### src/rtl/commit_trace_tx.sv
// commit_trace_tx - commit-event recorder with FIFO-buffered valid/ready trace stream and halt drain.
// Optional macro TRACE_TIMESTAMP_EN appends the push-cycle cycle_count to every record.
module commit_trace_tx #(
   parameter int DEPTH = 8,
   parameter int CNT_W = 32,
`ifdef TRACE_TIMESTAMP_EN
   localparam int REC_W = 72 + CNT_W
`else
   localparam int REC_W = 72
`endif
) (
   input  logic             clk,
   input  logic             rst,
   input  logic [15:0]      ev_pc,
   input  logic             ev_reg_wr,
   input  logic [3:0]       ev_reg_addr,
   input  logic [15:0]      ev_reg_data,
   input  logic             ev_mem_rd,
   input  logic             ev_mem_wr,
   input  logic [15:0]      ev_mem_addr,
   input  logic [15:0]      ev_mem_data,
   input  logic             ev_halt,
   output logic             tx_valid,
   input  logic             tx_ready,
   output logic [REC_W-1:0] tx_data,
   output logic [CNT_W-1:0] cycle_count,
   output logic [CNT_W-1:0] inst_count,
   output logic [CNT_W-1:0] drop_count,
   output logic             overflow,
   output logic             done
);

   localparam int AW = $clog2(DEPTH);

   typedef enum logic [1:0] {RUN, DRAIN, DONE} state_e;

   state_e           state_q, state_d;
   logic [AW:0]      wr_ptr_q, wr_ptr_d, rd_ptr_q, rd_ptr_d;
   logic [CNT_W-1:0] cycle_q, cycle_d, inst_q, inst_d, drop_q, drop_d;
   logic             ovf_q, ovf_d;
   logic [REC_W-1:0] mem_q [DEPTH];

   logic        empty, full, ev_any, mem_any, push, pop, drop;
   logic [71:0] rec_base;
   logic [REC_W-1:0] rec_w;

   assign empty   = (wr_ptr_q == rd_ptr_q);
   assign full    = (wr_ptr_q[AW] != rd_ptr_q[AW]) && (wr_ptr_q[AW-1:0] == rd_ptr_q[AW-1:0]);
   assign ev_any  = ev_reg_wr | ev_mem_rd | ev_mem_wr | ev_halt;
   assign mem_any = ev_mem_rd | ev_mem_wr;
   assign pop     = !empty && tx_ready;
   assign push    = (state_q == RUN) && ev_any && (!full || pop);
   assign drop    = (state_q == RUN) && ev_any && !push;

   // Fields belonging to an inactive flag are zeroed so the sink sees clean records.
   assign rec_base = {ev_halt, ev_mem_wr, ev_mem_rd, ev_reg_wr, ev_pc,
                      ev_reg_wr ? ev_reg_addr : 4'h0,
                      ev_reg_wr ? ev_reg_data : 16'h0,
                      mem_any   ? ev_mem_addr : 16'h0,
                      mem_any   ? ev_mem_data : 16'h0};
`ifdef TRACE_TIMESTAMP_EN
   assign rec_w = {rec_base, cycle_q};
`else
   assign rec_w = rec_base;
`endif

   always_comb begin
      wr_ptr_d = wr_ptr_q;
      rd_ptr_d = rd_ptr_q;
      cycle_d  = cycle_q;
      inst_d   = inst_q;
      drop_d   = drop_q;
      ovf_d    = ovf_q;
      state_d  = state_q;
      if (push) begin
         wr_ptr_d = wr_ptr_q + 1'b1;
         inst_d   = inst_q + 1'b1;
      end
      if (pop) rd_ptr_d = rd_ptr_q + 1'b1;
      if (drop) begin
         ovf_d = 1'b1;
         if (drop_q != {CNT_W{1'b1}}) drop_d = drop_q + 1'b1;
      end
      if (state_q != DONE) cycle_d = cycle_q + 1'b1;
      case (state_q)
         RUN:     if (ev_halt) state_d = DRAIN;
         DRAIN:   if (wr_ptr_d == rd_ptr_d) state_d = DONE;
         default: state_d = DONE;
      endcase
   end

   always_ff @(posedge clk) begin
      if (rst) begin
         state_q  <= RUN;
         wr_ptr_q <= '0;
         rd_ptr_q <= '0;
         cycle_q  <= '0;
         inst_q   <= '0;
         drop_q   <= '0;
         ovf_q    <= 1'b0;
      end else begin
         state_q  <= state_d;
         wr_ptr_q <= wr_ptr_d;
         rd_ptr_q <= rd_ptr_d;
         cycle_q  <= cycle_d;
         inst_q   <= inst_d;
         drop_q   <= drop_d;
         ovf_q    <= ovf_d;
      end
   end

   always_ff @(posedge clk) begin
      if (!rst && push) mem_q[wr_ptr_q[AW-1:0]] <= rec_w;
   end

   assign tx_valid    = !empty;
   assign tx_data     = mem_q[rd_ptr_q[AW-1:0]];
   assign cycle_count = cycle_q;
   assign inst_count  = inst_q;
   assign drop_count  = drop_q;
   assign overflow    = ovf_q;
   assign done        = (state_q == DONE);

endmodule

### config.mk
export PLATFORM = sky130hd
export DESIGN_NAME = commit_trace_tx
export DESIGN_NICKNAME = d
export VERILOG_FILES = /design/src/rtl/commit_trace_tx.sv
export SDC_FILE = /design/constraint.sdc
export NUM_CORES = 1
export LEC_CHECK = 0
export BUFFER_PORTS_ARGS = -buffer_cell sky130_fd_sc_hd__buf_2
export CAP_MARGIN = 20
export CELL_PAD_IN_SITES_DETAIL_PLACEMENT = 1
export CELL_PAD_IN_SITES_GLOBAL_PLACEMENT = 1
export CORE_MARGIN = 5
export CORE_UTILIZATION = 30
export CTS_CLUSTER_SIZE = 40
export DETAILED_ROUTE_END_ITERATION = 10
export PLACE_DENSITY_LB_ADDON = 0.1
export SLEW_MARGIN = 20
export SYNTH_ARGS = -nofsm -noshare
export SYNTH_HDL_FRONTEND = slang
export SYNTH_SLANG_ARGS = --single-unit
### constraint.sdc
create_clock -name clk -period 9.6 [get_ports clk]
set_input_delay 1.92 -clock clk [delete_from_list [all_inputs] [get_ports clk]]
set_output_delay 1.92 -clock clk [all_outputs]
set_load 0.05 [all_outputs]
# ---- Word level (Yosys, flattened, before mapping)
# Memories as Yosys holds them, arrays and structs flattened. A register that Yosys moved wholly into a read port is not among the register bits.
# Index checks and enable logic that the tools add are counted.
dict set report word_totals {
  regBits 107
  latchBits 0
  mem_bits_rw 576
  rom_bits 0
  output_inout_bits 171
  n_memories 1
}
# name depth word_bits rd rd_ports_with_merged_regs wr line
set memory_table {}
lappend memory_table {mem_q 8 72 1 1 1 41} ;# logic [REC_W-1:0] mem_q [DEPTH];
dict set report classes {
  n_addsub 5
  n_mul 0
  div 0
  magnitude_cmp 0
  n_eq_ne 10
  shift 0
  muxes 12
  n_bitwise 4
  reduce_logical 14
}
# operator count
set ops {}
lappend ops {{$add 32x1->32 const B} 3}
lappend ops {{$mux 16} 3}
lappend ops {{$ne 32x32->1 const B} 1}
lappend ops {{$mux 4} 3}
lappend ops {{$add 4x1->4 const B} 2}
lappend ops {{$eq 4x4->1} 2}
lappend ops {{$logic_and 1x1->1} 6}
lappend ops {{$ne 2x2->1 const B} 3}
lappend ops {{$logic_not 1->1} 4}
lappend ops {{$mux 2} 2}
lappend ops {{$or 1x1->1} 4}
lappend ops {{$pmux 2 s2} 1}
lappend ops {{$reduce_and 2->1} 2}
lappend ops {{$eq 3x3->1} 1}
lappend ops {{$mux 3} 1}
lappend ops {{$eq 2x1->1 const B} 1}
lappend ops {{$eq 2x2->1 const B} 1}
lappend ops {{$logic_not 2->1} 1}
lappend ops {{$mux 1} 2}
lappend ops {{$logic_or 1x1->1} 1}
lappend ops {{$ne 1x1->1} 1}

# ---- Longest topological paths before layout
# Gate-level depths: netlist (run 1).
dict set report logic_depth {
  word_depth 9
  mapped_depth 8
  depth_no_buf 6
}

# ---- Worst setup path before layout (run 1)
# OpenSTA, ideal clock, no wires.
dict set report synth_path {
  path_type {in2reg}
  startpoint {input tx_ready}
  endpoint {memory mem_q[0][0], enable pin}
  t_arrival_ps 7884
  t_required_ps 9009
  slack_ps 1126
  path_stages 5
  n_path_buf 1
  cell_sequence {clkbuf_1 nand2b_1 o21ai_0 or3_1 nor3_1}
}
dict set report synth_via {
  elab_chain_cells 6
}
# item line
set synth_lines {}
lappend synth_lines {{start: declaration} 24} ;# input logic tx_ready,
lappend synth_lines {{$logic_and 1x1->1} 51} ;# assign pop = !empty && tx_ready;
lappend synth_lines {{$logic_or 1x1->1} 52} ;# assign push = (state_q == RUN) && ev_any && (!full || pop);
lappend synth_lines {{$logic_and 1x1->1} 52}
lappend synth_lines {{$logic_and 1x1->1} 113} ;# if (!rst && push) mem_q[wr_ptr_q[AW-1:0]] <= rec_w;
lappend synth_lines {{$mux 1} 113}
lappend synth_lines {{$mux 1 (implied by the code)} 113}
lappend synth_lines {{end: declaration} 41}
# No other way between the ends.

# ---- Worst setup path after layout (run 1)
dict set report layout_path {
  startpoint {register rd_ptr_q[1]}
  endpoint {output tx_valid}
}
dict set report layout_via {
  elab_chain_cells 2
}
# item line
set layout_lines {}
lappend layout_lines {{start: declaration} 38} ;# logic [AW:0] wr_ptr_q, wr_ptr_d, rd_ptr_q, rd_ptr_d;
lappend layout_lines {{start signal: assignment} 104} ;# rd_ptr_q <= rd_ptr_d;
lappend layout_lines {{$eq 4x4->1} 47} ;# assign empty = (wr_ptr_q == rd_ptr_q);
lappend layout_lines {{$logic_not 1->1} 116} ;# assign tx_valid = !empty;
lappend layout_lines {{end: declaration} 23} ;# output logic tx_valid,
# No other way between the ends.

==> results of run 1 <==
[cells by family (layout without fill, tap and decap cells)]
group                      after synthesis  after routing  synth area share (%)
DFF                                    683            683                  71.9
and+or+nand+nor                        351            351                  6.92
muxes                                  221            221                  15.2
AOI/OAI and AO/OA                      101            101                  2.22
buffers and inverters                   89            434                  1.36
xor gates and xnor gates                67             67                  2.25
adders and majority gates                5              5                 0.231
other                                    0              1                     0
[layout by cell type, fill, tap and decap left out, drive strengths merged, types with 3 or more instances in the layout]
cell type / count
inv: 21
or4: 4
xnor2: 41
and3: 8
a31oi: 3
bufinv: 5
and4: 11
mux2i: 5
xor2: 26
buf: 268
nor2: 89
and2: 25
o21ai: 36
nand2b: 7
clkbuf: 105
nand4: 26
nand3: 25
or3: 36
dfxtp: 107
nor2b: 33
clkinv: 32
a21oi: 42
nor3: 22
clkinvlp: 3
nor4: 14
mux2: 72
ha: 5
mux4: 144
nand2: 48
edfxtp: 576
[routing by layer]
layer	share of wire, %	vias to the layer above
met1	44	7643
met3	4.6	78
met5	0.049	-
li1	-	6580
met4	1.7	4
met2	50	306
[worst max-delay path by stage]
stage | start | end | slack [ns] | cells after the start
2_1_floorplan | tx_ready | mem_q[0][0] | 1.13 | 5
3_3_place_gp | ev_reg_wr | mem_q[1][43] | 3.65 | 7
3_5_place_dp | ev_reg_wr | mem_q[2][39] | 3.56 | 7
4_1_cts | rd_ptr_q[0] | tx_data[69] | 4.00 | 4
5_1_grt | rd_ptr_q[1] | tx_valid | 3.86 | 5
6_report | rd_ptr_q[1] | tx_valid | 4.22 | 5
[sequential cells by signal, indices dropped and copies added (netlist names)]
signal / count
cycle_count: 32
drop_count: 32
inst_count: 32
mem_q: 576
overflow: 1
rd_ptr_q: 4
state_q: 2
wr_ptr_q: 4
[critical path, cell delays in order (launching register included)]
cell and delay (ns):
dfxtp_4 0.97, buf_4 0.77, xor2_1 0.23, nor3_2 0.51
nand2_1 0.12, buf_2 0.24
[report_power, final]
group / internal [mW] / leakage, nW / switching (mW) / total [mW]
Sequential: 3.50 / 6.12 / 0.131 / 3.63
Clock: 1.74 / 1.25 / 1.21 / 2.95
Combinational: 0.802 / 3.13 / 1.51 / 2.31
[area by class of cell]
cell class	count	area (um^2)	area share (%)
clock inverter	43	384	1.19
antenna	1	2.50	0.00775
inverter	18	67.6	0.209
multi-input combinational	745	7310	22.6
tap	1176	1470	4.56
sequential	683	19400	60.2
timing repair buffer	268	1420	4.40
clock buffer	105	2180	6.75
[through the flow]
| step | instance area, um^2 | hold slack, ns | cells | utilization, % |
|---|---|---|---|---|
| floorplan | 27100 | 0.482 | 1517 | - |
| finish | 32300 | 0.463 | 3039 | 36.0 |
| CTS | 32300 | 0.470 | 3037 | 35.9 |
| global placement | 29700 | 0.470 | 2889 | 33.1 |
| global route | 32300 | 0.536 | 3038 | 36.0 |
| detailed placement | 29700 | 0.457 | 2889 | 33.1 |
==> results.yml, run 1 <==
synth:
  synth_most_common_cell: "edfxtp_1"
  synth_edf_count: 576
  synth.ff_latch_count: 683
  syn_nets: 1597
  synth-main-ff-cell: "edfxtp_1"
  ys_top_cells_by_area: "edfxtp_1, mux4_2, dfxtp_1, mux2_2, xnor2_1"
  synth_top_cell_by_area: "edfxtp_1"
  avgSynthCellArea_um2: 17.8
  async_flop_share_pct: 0
  synth_cell_types: 58
  synth.top_cell.area_share_pct: 63.9
  syn-cell-area_um2: 27100
  synthTopCellsByCount: "edfxtp_1, mux4_2, dfxtp_1, nor2_1, mux2_2"
  netlist_instances: 1517
  seq_area_frac_synth_pct: 71.9
  ys_warn_count: 0
global_route:
  grt_max_degree: 65
  gr-total-overflow: 0
  met1_usage_pct: 18.2
  met2_usage_pct: 24.8
  grt_pass1_wl_um: 102000
  grt_util_met3_pct: 2.89
  antenna_found_initial: 6
  busiest_layer: "met2"
  track_usage_pct: 14.2
  first_global_vias: 15800
floorplan:
  dieArea_um2: 96300
  coreArea_um2: 89700
  die_y_um: 310
  rows: 110
  ios: 246
  start_util_pct: 30.1
  die-width_um: 310
place:
  gp_congestion: 0.704
  pre_cts_ws_ns: 3.56
  place_hpwl_um: 40900
  io_buffer_count: 245
cells_and_area:
  nets: 1877
  nFillCells: 9034
  syn_to_final_growth_pct: 19.3
  drive_gt1_share_pct: 33.8
routing:
  dr.pass1.iters: 4
  drcViolationCount: 0
  wl_per_cell_um: 22.8
  via_per_inst: 4.81
  vias: 14600
  wirelength_um: 69300
  ant_nets: 0
  drt-initial-drc-count: 746
timing:
  setup_ws_ns: 4.22
  fin_skew_ns: 0.0260
  fin_tns_setup_ns: 0
  setup_viol: 0
  min_period_ns: 5.38
  hold_viol: 0
  fmaxAchievable_ghz: 0.186
  fin_crit_sh_pct: 56.1
  drv_slew: 0
  slew_headroom_pct: 26.9
  rsz0062_at_grt: "no"
  worst_pin_slew_ns: 1.09
outcome:
  status: "finished clean"
cts:
  cts_tree: "yes"
  cts_root_buf: "clkbuf_16"
  cts_resized: 0
  clkSinkCount: 683
  post_cts_buffers: 0
  clk_pin_slew_ns: 0.06
  clock_path_buffers: 3
  htreeDepth: 3
  ctsHoldBuffers: 0
  cts-buffers-inserted: 81
  clock_insertion_delay_worst_skew_ns: 0.62
setup_path:
  cp-start-kind: "register"
  cp.arrival_ns: 3.46
  rr_endpoint: "mem_q[2][40]"
  path_class: "register to output port"
  path_max_fanout: 58
  r2r_start: "rd_ptr_q[1]"
  reg2reg_depth: 7
  r2r_slack_ns: 4.59
  cp-end-kind: "output port"
  crit_required_ns: 7.68
pwr:
  pwr_density_cell_nw_per_um2: 275
  finalPower_mw: 8.89
  leakage_nw: 10.5
  vdd_drop_max_mv: 0.211
worst_hold_path:
  hold_depth: 2
  worstHoldStart: "overflow"
  min_to: "overflow"
  holdCritPathClass: "register to register"
flow_run:
  maxCapViolations: 0
Power figures use the tool's default switching activity.
==> run 2: changes to the inputs <==
==> constraint.sdc (replaced) <==
create_clock -name clk -period 5.6 [get_ports clk]
set_input_delay 1.12 -clock clk [delete_from_list [all_inputs] [get_ports clk]]
set_output_delay 1.12 -clock clk [all_outputs]
set_load 0.05 [all_outputs]
==> run 2 against run 1 <==
Effect of this change:
- utilization rose by 0.13 points
- non-clock buffer count up 8
- critical path depth fell by 1
- sequential power rose by 71%
- combinational power is 74% higher
- register-to-register slack worse by 2.6 ns
- via count rose by 0.34%
- sequential cell count did not move
- power up 72%
- sequential share of layout area decreased by 0.22 points
- worst setup slack worse by 2.9 ns
- largest cell class unchanged
- largest power group unchanged
==> results.yml, run 2 (synthesis gave the netlist of run 1 again) <==
cells_and_area:
  drive_gt1_share_pct: 34.0
  largest_register_ffs: 576
  final_cell_mix: "edfxtp_1, buf_2, mux4_2, dfxtp_1, clkbuf_16"
  final_util_pct: 36.1
  layout.cells.non_filler: 3042
  nets: 1884
  final_common_cell: "edfxtp_1"
  diodes: 0
  syn_to_final_growth_pct: 19.8
pwr:
  leakage_nw: 10.6
  vdd_drop_max_mv: 0.324
  pwr_density_cell_nw_per_um2: 472
timing:
  rsz0062_at_grt: "no"
  fmaxAchievable_ghz: 0.236
  setup_viol: 0
  hold_viol: 0
  fin_crit_sh_pct: 75.8
  min_period_ns: 4.25
  slew_headroom_pct: 32.9
  drv_slew: 0
  fin_skew_ns: 0.0193
  worst_pin_slew_ns: 0.996
cts:
  clkSinkCount: 683
  clock_path_buffers: 3
  clock_insertion_delay_worst_skew_ns: 0.62
  clk_pin_slew_ns: 0.05
  post_cts_buffers: 0
  cts_resized: 0
  ctsHoldBuffers: 0
  cts_root_buf: "clkbuf_16"
  cts-buffers-inserted: 80
  cts_tree: "yes"
  htreeDepth: 3
setup_path:
  crit_required_ns: 4.48
  crit_chain: "buf_4 -> mux4_2 -> mux2_2 -> buf_2"
  cp-start-kind: "register"
  critPathSlowestCell: "dfxtp_4"
  cp.buffers_inverters: 2
  rr_endpoint: "mem_q[5][43]"
  cp.arrival_ns: 3.13
  path_max_fanout: 33
  crit_start: "rd_ptr_q[0]"
  r2r_start: "rd_ptr_q[0]"
  cpPeakStageDelay_ns: 0.84
  cp_top_family: "multiplexers"
  reg2reg_depth: 6
  r2r_slack_ns: 1.97
  cp-end-kind: "output port"
  path_class: "register to output port"
floorplan:
  rows: 110
  coreArea_um2: 89700
  die-width_um: 310
  ios: 246
  start_util_pct: 30.1
  die_y_um: 310
  dieArea_um2: 96300
global_route:
  gr-total-overflow: 0
  antenna_found_initial: 5
  grt_max_degree: 82
  track_usage_pct: 14.5
  first_global_vias: 16100
  grt_pass1_wl_um: 105000
worst_hold_path:
  worstHoldStart: "inst_count[8]"
  holdCritPathClass: "register to register"
  hold_depth: 2
  min_to: "inst_count[8]"
place:
  dp_cells: 2897
  place_hpwl_um: 42700
  io_buffer_count: 245
  gp_congestion: 0.711
routing:
  vias: 14700
  via_per_inst: 4.82
  ant_nets: 0
  drt-initial-drc-count: 774
  drcViolationCount: 0
  wl_per_cell_um: 23.2
  dr.pass1.iters: 4
  wirelength_um: 70500
flow_run:
  maxCapViolations: 0
outcome:
  status: "finished clean"
==> run 2: cell types whose count changed in the layout (fill, tap and decap cells not counted), sizes merged <==
cell      before  now
diode          1    0
clkinv        32   29
clkinvlp       3    2
clkbuf       105  106
buf          268  275
==> run 2: where the power goes <==
part           internal (mW)  leakage [nW]  switching, mW
Combinational           1.41          3.18           2.62
Clock                   2.98          1.25           2.08
Sequential              5.99          6.12          0.227
Total                   10.4          10.6           4.93
==> run 2: how the worst max path moves through the flow <==
stage,to,cells after the start
global route,tx_data[45],4
CTS,tx_data[45],4
floorplan,mem_q[1][0],5
detailed placement,mem_q[5][14],7
global placement,mem_q[5][14],7
finish,tx_data[58],4
==> run 2: per-stage QoR <==
stage	worst slack [ns]	setup TNS (ns)	power, mW	hold slack, ns	instance area (um^2)
floorplan	-0.141	-58.62	9.29	0.482	27100
global placement	1.56	0	10.5	0.482	29800
detailed placement	1.48	0	10.5	0.492	29800
CTS	1.18	0	15.7	0.501	32400
global route	1.10	0	16.1	0.543	32400
finish	1.35	0	15.3	0.502	32400
==> run 2: cell type report <==
| cell class | count | area, um^2 |
|---|---|---|
| Clock buffer | 105 | 2180 |
| Clock inverter | 39 | 369 |
| Fill cell | 9088 | 57300 |
| Inverter | 18 | 67.6 |
| Multi-Input combinational cell | 745 | 7330 |
| Sequential cell | 683 | 19400 |
| Tap cell | 1176 | 1470 |
| Timing Repair Buffer | 276 | 1540 |
==> run 2: metal layers <==
layer,wire length (um),global-route usage [%],share of wire [%]
met1,30400,18.9,43
met3,3110,2.59,4.4
met5,0,0,0
met2,35600,25.6,50
met4,1440,3.31,2.0
==> run 2: worst register-to-register path, delay by kind of cell (launching register included) <==
family                    cells  cell delay [ns]
AOI/OAI and AO/OA             1             0.40
xor gates and xnor gates      1             0.21
buffers and inverters         1             0.38
DFF                           1             0.84
and+or+nand+nor               3             1.44
==> run 3: changes to the inputs <==
==> constraint.sdc (replaced) <==
create_clock -name clk -period 3.9 [get_ports clk]
set_input_delay 0.78 -clock clk [delete_from_list [all_inputs] [get_ports clk]]
set_output_delay 0.78 -clock clk [all_outputs]
set_load 0.05 [all_outputs]
==> run 3 against run 2 <==
Effect of this change:
- hold slack got worse by 0.091 ns
- largest cell class unchanged
- sequential share of layout area is 0.12 points lower
- highest routed layer is now met5
- clock power up 41%
- register-to-register slack worse by 1.1 ns
- power grew 43%
- die area did not move
- critical path type unchanged
- clock-buffer cell count is 8 higher
- largest power group unchanged
- cell count up 0.46%
==> results.yml, run 3 (synthesis gave the netlist of run 1 again) <==
outcome:
  status: "finished clean"
place:
  dp_cells: 2901
  place_hpwl_um: 41400
  gp_congestion: 0.694
  io_buffer_count: 245
  pre_cts_ws_ns: 0.169
timing:
  setup_viol: 0
  drv_slew: 0
  hold_slack_ns: 0.411
  fin_crit_sh_pct: 93.9
  fmaxAchievable_ghz: 0.273
  rsz0062_at_grt: "no"
  setup_ws_ns: 0.237
  min_period_ns: 3.66
  fin_skew_ns: 0.0276
  worst_pin_slew_ns: 0.934
  hold_viol: 0
  slew_headroom_pct: 37.7
routing:
  via_per_inst: 4.83
  wirelength_um: 70100
  drcViolationCount: 0
  maxUsedRoutingLayer: "met5"
  wl_per_cell_um: 22.9
  wl_met1_um: 30500
  drt-initial-drc-count: 855
  wl_met2_um: 35000
  vias: 14800
  dr.pass1.iters: 4
  ant_nets: 0
  met3WireLength_um: 2970
pwr:
  vdd_drop_max_mv: 0.695
  pwr_density_cell_nw_per_um2: 673
  clockPowerShare_pct: 32.6
  power.switching_mw: 7.07
  internal_power_mw: 14.8
  finalPower_mw: 21.9
  p_sw_share_pct: 32.3
  p_comb_share_pct: 27.3
  leakage_nw: 10.6
  p_seq_share_pct: 40.1
floorplan:
  rows: 110
  dieArea_um2: 96300
  start_util_pct: 30.1
  die-width_um: 310
  coreArea_um2: 89700
  die_y_um: 310
  ios: 246
cells_and_area:
  nFillCells: 9063
  final_common_cell: "edfxtp_1"
  syn_to_final_growth_pct: 20.0
  final_cell_mix: "edfxtp_1, buf_2, mux4_2, dfxtp_1, clkbuf_16"
  nets: 1890
  multi_input_area_um2: 7340
  largest_register_ffs: 576
  layout.area.seq_um2: 19400
  layout.cells.non_filler: 3056
  final_util_pct: 36.2
  drive_gt1_share_pct: 33.6
cts:
  htreeDepth: 3
  clock_insertion_delay_worst_skew_ns: 0.62
  cts-buffers-inserted: 82
  clock_path_buffers: 3
  clkSinkCount: 683
  cts_root_buf: "clkbuf_16"
  cts_tree: "yes"
  clk_pin_slew_ns: 0.05
  ctsHoldBuffers: 0
setup_path:
  critPathSlowestCell: "buf_16"
  cp-end-kind: "output port"
  path_class: "register to output port"
  cpPeakStageDelay_ns: 0.59
  crit_chain: "buf_16 -> mux4_2 -> mux2_2 -> buf_2"
  cp-start-kind: "register"
  crit_required_ns: 3.12
  cp.buffers_inverters: 2
  cp.arrival_ns: 2.88
  path_max_fanout: 101
  cp_top_family: "multiplexers"
global_route:
  antenna_found_initial: 7
  gr-total-overflow: 0
  first_global_vias: 16200
  grt_max_degree: 117
  track_usage_pct: 14.5
  grt_pass1_wl_um: 105000
flow_run:
  maxCapViolations: 0
worst_hold_path:
  holdCritPathClass: "input pin to register"
## run 3: cell count changes in the layout (fill, tap and decap cells not counted), moves of 2 or more
cell,previous run,this run
inv_16,2,0
clkinv_1,12,20
clkinv_16,1,3
diode_2,0,4
inv_6,1,3
clkbuf_1,20,27
clkinv_2,16,9
buf_6,0,2
clkinvlp_4,2,0
bufinv_16,5,2
## run 3: worst paths after layout
check | start | end | slack [ns] | depth (start not counted)
max | rd_ptr_q[0] | tx_data[70] | 0.24 | 4
min | rst | rd_ptr_q[0] | 0.41 | 2
max reg2reg | wr_ptr_q[2] | mem_q[3][42] | 0.83 | 6
min reg2reg | inst_count[8] | inst_count[8] | 0.50 | 2
## run 3: timing repair
action	CTS	global route
setup endpoints to repair	19	1
gates cloned	0	0
resized for setup	2	1
setup buffers	0	0
pin swaps	0	0
hold endpoints to repair	0	0
## run 3: area by class of cell
type,instances,area share [%]
antenna,4,0.0308
timing repair buffer,280,4.94
clock inverter,37,0.913
clock buffer,113,6.87
tap,1176,4.53
inverter,18,0.208
multi-input combinational,745,22.6
sequential,683,59.9
## run 3: layer usage
metal | up-vias | global-route usage [%]
li1 | 6629 | -
met1 | 7752 | 18.7
met2 | 277 | 25.2
met3 | 97 | 2.80
met4 | 4 | 3.80
met5 | - | 0
## run 3: per-stage QoR
| step | cell area (um^2) | TNS, ns |
|---|---|---|
| 2_1_floorplan | 27100 | -37.51 |
| 3_3_place_gp | 29900 | 0 |
| 3_5_place_dp | 29900 | 0 |
| 4_1_cts | 32400 | 0 |
| 5_1_grt | 32500 | 0 |
| 6_report | 32500 | 0 |
## run 3: power by group through the flow
stage          logic (mW)  clock network, mW  registers (mW)
2_1_floorplan        4.39                  0            8.95
4_1_cts              6.18               7.43            8.78
5_1_grt              6.38               7.73            8.82
6_report             5.96               7.14            8.77
3_3_place_gp         6.14                  0            8.90
3_5_place_dp         6.16                  0            8.93
